`config.mk`:
```
export PLATFORM = sky130hd
export DESIGN_NAME = pe
export DESIGN_NICKNAME = d
export VERILOG_FILES = /design/src/rtl/pe.sv
export SDC_FILE = /design/constraint.sdc
export NUM_CORES = 2
export LEC_CHECK = 0
export CORE_UTILIZATION = 30
export CTS_BUF_LIST = sky130_fd_sc_hd__clkbuf_8
export DETAILED_ROUTE_END_ITERATION = 7
export PLACE_DENSITY = 0.54
export SLEW_MARGIN = 20
export SYNTH_ARGS = -nofsm -noshare
export SYNTH_HDL_FRONTEND = slang
export SYNTH_SLANG_ARGS = --single-unit
```
`constraint.sdc`:
```
create_clock -name clk -period 22.9 [get_ports clk]
set_input_delay 4.58 -clock clk [delete_from_list [all_inputs] [get_ports clk]]
set_output_delay 4.58 -clock clk [all_outputs]
set_load 0.005 [all_outputs]
```
`src/rtl/pe.sv`:
```
// Compute-in-memory processing element: 64 x 4-bit flip-flop weight store with a
// single-port load/readback path and a registered 64-lane unsigned dot product.
module pe #(
    parameter int N  = 64,
    parameter int WW = 4,
    parameter int AW = 4,
    parameter int PW = 14,
    parameter int AD = $clog2(N)
) (
    input  logic            clk,
    input  logic            rst_n,
    input  logic            STDW,
    input  logic            STDR,
    input  logic [AD-1:0]   STD_A,
    input  logic [WW-1:0]   weight_in,
    input  logic [N*AW-1:0] act_in,
    output logic [WW-1:0]   weight_out,
    output logic [PW-1:0]   PSUM
);

    logic [WW-1:0]    weights_q [N];
    logic [WW-1:0]    weights_d [N];
    logic [WW-1:0]    weight_out_q, weight_out_d;
    logic [PW-1:0]    psum_q, psum_d;
    logic [PW-1:0]    dot_sum;
    logic [WW+AW-1:0] prod;

    // Products are zero-extended to full width so the accumulation cannot wrap.
    always_comb begin
        dot_sum = '0;
        prod    = '0;
        for (int i = 0; i < N; i++) begin
            prod    = {{AW{1'b0}}, weights_q[i]} * {{WW{1'b0}}, act_in[i*AW +: AW]};
            dot_sum = dot_sum + {{(PW-WW-AW){1'b0}}, prod};
        end
    end

    // NOTE: every always_comb output gets a hold default first, so no latch is inferred.
    always_comb begin
        weights_d    = weights_q;
        weight_out_d = weight_out_q;
        psum_d       = psum_q;
        if (STDW) begin
            weights_d[STD_A] = weight_in;
        end else if (STDR) begin
            weight_out_d = weights_q[STD_A];
        end else begin
            psum_d = dot_sum;
        end
    end

    // NOTE: the store is plain flops, so clearing it in reset is cheap and well defined.
    always_ff @(posedge clk) begin
        if (!rst_n) begin
            weights_q    <= '{default: '0};
            weight_out_q <= '0;
            psum_q       <= '0;
        end else begin
            weights_q    <= weights_d;
            weight_out_q <= weight_out_d;
            psum_q       <= psum_d;
        end
    end

    assign weight_out = weight_out_q;
    assign PSUM       = psum_q;

endmodule

```
==> impl_metrics.tcl <==
set metrics [dict create \
    synth_area_leaders "fa_1 (40%), ha_1 (13%), dfxtp_1 (11%), inv_1 (9.4%), and2_1 (9.4%)" \
    place_congestion 0.890 \
    rsz0062_at_grt "false" \
    synthMostInstantiatedCell "inv_1" \
    cts_setup_buffers 0 \
    ys_seq_area_frac 0.111 \
    cts_hold_buffers 0 \
    synth_fp_nets 7162 \
    ys_types 66 \
    hold_path_class "reg2reg" \
    grt_max_degree 189 \
    via_per_inst 4.70 \
    clk_latency_ns 0.70 \
    report.final.hold_viol_count 0 \
    clkSinkCount 274 \
    path_clk_slew_ns 0.06 \
    die_h_um 409 \
    maxSlewHeadroom 0.225 \
    synth-seq-cells 274 \
    async_flop_share 0 \
    layout.nets 7387 \
    endpoint_kind "flip-flop" \
    yosysTopAreaCell "fa_1" \
    grt_pass1_vias 39700 \
    slew_violations 0 \
    critPathRequiredTime_ns 23.54 \
    areaGrowthSynthToFinish_pct 13.0 \
    fin_crit_ns 13.57 \
    post-dp-hpwl_um 147000 \
    dieWidth_um 409 \
    core-area_sq_um 164000 \
    layout.cells.non_filler 7824 \
    cp-start-kind "input pin" \
    min_period_over_period 0.593 \
    start_util 0.303 \
    max_freq_mhz 73.7 \
    num-fill-cells 17000 \
    cpPeakStageDelay_ns 0.64 \
    p_per_area_nw_per_um2 23.4 \
    wl_per_cell_um 22.0 \
    ff_latch_area_sq_um 5490 \
    numCtsBuffers 56 \
    synth_edf_count 0 \
    placedCellCount 7714 \
    path_common_cell "fa_1" \
    outcome "finished, final reports clean" \
    synthTopCellsByCount "inv_1 (1248), fa_1 (1002), and2_1 (743), nand2_1 (591), ha_1 (518)" \
    cts_tree "yes" \
    cts_resized 0 \
    critical_path_class "in2reg" \
    ctsHtreeMaxLevel 2 \
    cts_buffer_depth 3 \
    power.leakage_nw 27.2 \
    cp.arrival_ns 14.21 \
    vdd_drop_max_mv 0.0364 \
    ys.flop_type "dfxtp_1" \
    cts_root_buf "clkbuf_8" \
    vias 36700 \
    drc_errors 0 \
    ios 288 \
    grt_overflow 0 \
    setup_tns_ns 0 \
    drv_cap 0 \
    synth_top_area_frac 0.405 \
    antenna_found_initial 27 \
    grt_pass1_wl_um 258000 \
    rows 148 \
    wirelength_um 172000 \
    worst_pin_slew_ns 1.16 \
    grt.total_usage 0.209 \
    skew_ns 0.0544 \
    yosys_warnings 0 \
    drtPass1Iterations 7 \
    worstPathMaxFanout 4 \
    multiInputGateArea_sq_um 38800 \
    synth_area_per_cell_sq_um 9.23 \
    synth_area_sq_um 49600 \
    setup_violations 0 \
    port-buffer-count 287 \
    syn_inst 5372 \
    ant_nets 0 \
    drt-initial-drc-count 2568 \
    critPathSlowestCell "fa_1" \
    drive_gt1_frac 0.0340 \
    die-area_sq_um 167000 \
]
==> report_power, final <==
part	switching (mW)	internal (mW)	leakage (nW)
logic	0.148	0.0894	24.3
clock network	0.258	0.329	0.694
registers	0.00549	0.480	2.21
total	0.411	0.899	27.2
==> placed cells by master (no fill, tap or decap), types with 19 or more instances in the layout <==
| cell type | n |
|---|---|
| inv_1 | 1262 |
| o21ai_0 | 123 |
| a21oi_1 | 266 |
| dfxtp_1 | 274 |
| mux4_2 | 22 |
| mux2i_1 | 44 |
| and2_1 | 743 |
| nand3_1 | 146 |
| a221oi_1 | 21 |
| buf_4 | 36 |
| ha_1 | 518 |
| nor2_1 | 73 |
| clkbuf_8 | 73 |
| clkdlybuf4s50_1 | 280 |
| fa_1 | 1002 |
| mux2_2 | 19 |
| nand2_1 | 591 |
==> routing by layer <==
layer	wire length, um	up-vias	GRT usage
met1	74900	18700	0.281
met2	83100	1068	0.353
li1	-	16700	-
met5	79	-	0
met3	10400	184	0.0325
met4	3930	14	0.0439
==> sequential cells by signal (all words and copies together), names as in the netlist <==
name and count:
weights_q 256, PSUM 14, weight_out 4
==> worst max-delay path: cells and delay by family <==
kind	cells	cell delay (ns)
AOI/OAI and AO/OA	3	0.50
adders and majority gates	15	7.40
buffers and inverters	9	1.00
and+or+nand+nor	4	0.71
==> area by class of cell <==
type	instances	area share
sequential	274	0.0979
inverter	1249	0.0839
tap	2175	0.0486
antenna	10	0.000447
clock inverter	27	0.00409
multi-input combinational	3696	0.692
clock buffer	73	0.0179
timing repair buffer	320	0.0552
==> cell families after synthesis <==
family | after synthesis | share of synthesized area
AO/OA/AOI/OAI | 487 | 0.0554
XOR/XNOR | 5 | 0.000883
adder cells (fa/ha/maj) | 1520 | 0.535
buffers and inverters | 1402 | 0.108
flip-flops | 274 | 0.111
multiplexers | 89 | 0.0251
AND/OR/NAND/NOR | 1595 | 0.164
==> stage by stage <==
| stage | setup slack, ns | util | area, sq um | hold slack (ns) | power, mW |
|---|---|---|---|---|---|
| after floorplan | 9.68 | - | 49600 | 0.448 | 0.594 |
| after global placement | 8.59 | 0.335 | 54800 | 0.443 | 0.733 |
| final | 9.33 | 0.343 | 56000 | 0.462 | 1.31 |
| after detailed placement | 8.58 | 0.335 | 54800 | 0.459 | 0.733 |
| after global routing | 8.89 | 0.343 | 56000 | 0.491 | 1.36 |
| after CTS | 9.31 | 0.342 | 56000 | 0.466 | 1.32 |
==> final timing paths <==
check	from	end	slack, ns	depth (start not counted)
max reg2reg	weights_q[2]	PSUM[11]	13.22	32
max	act_in[183]	PSUM[11]	9.33	31
min reg2reg	PSUM[10]	PSUM[10]	0.46	2
min	PSUM[10]	PSUM[10]	0.46	2
Note: power is estimated with default switching activity, not from simulation.
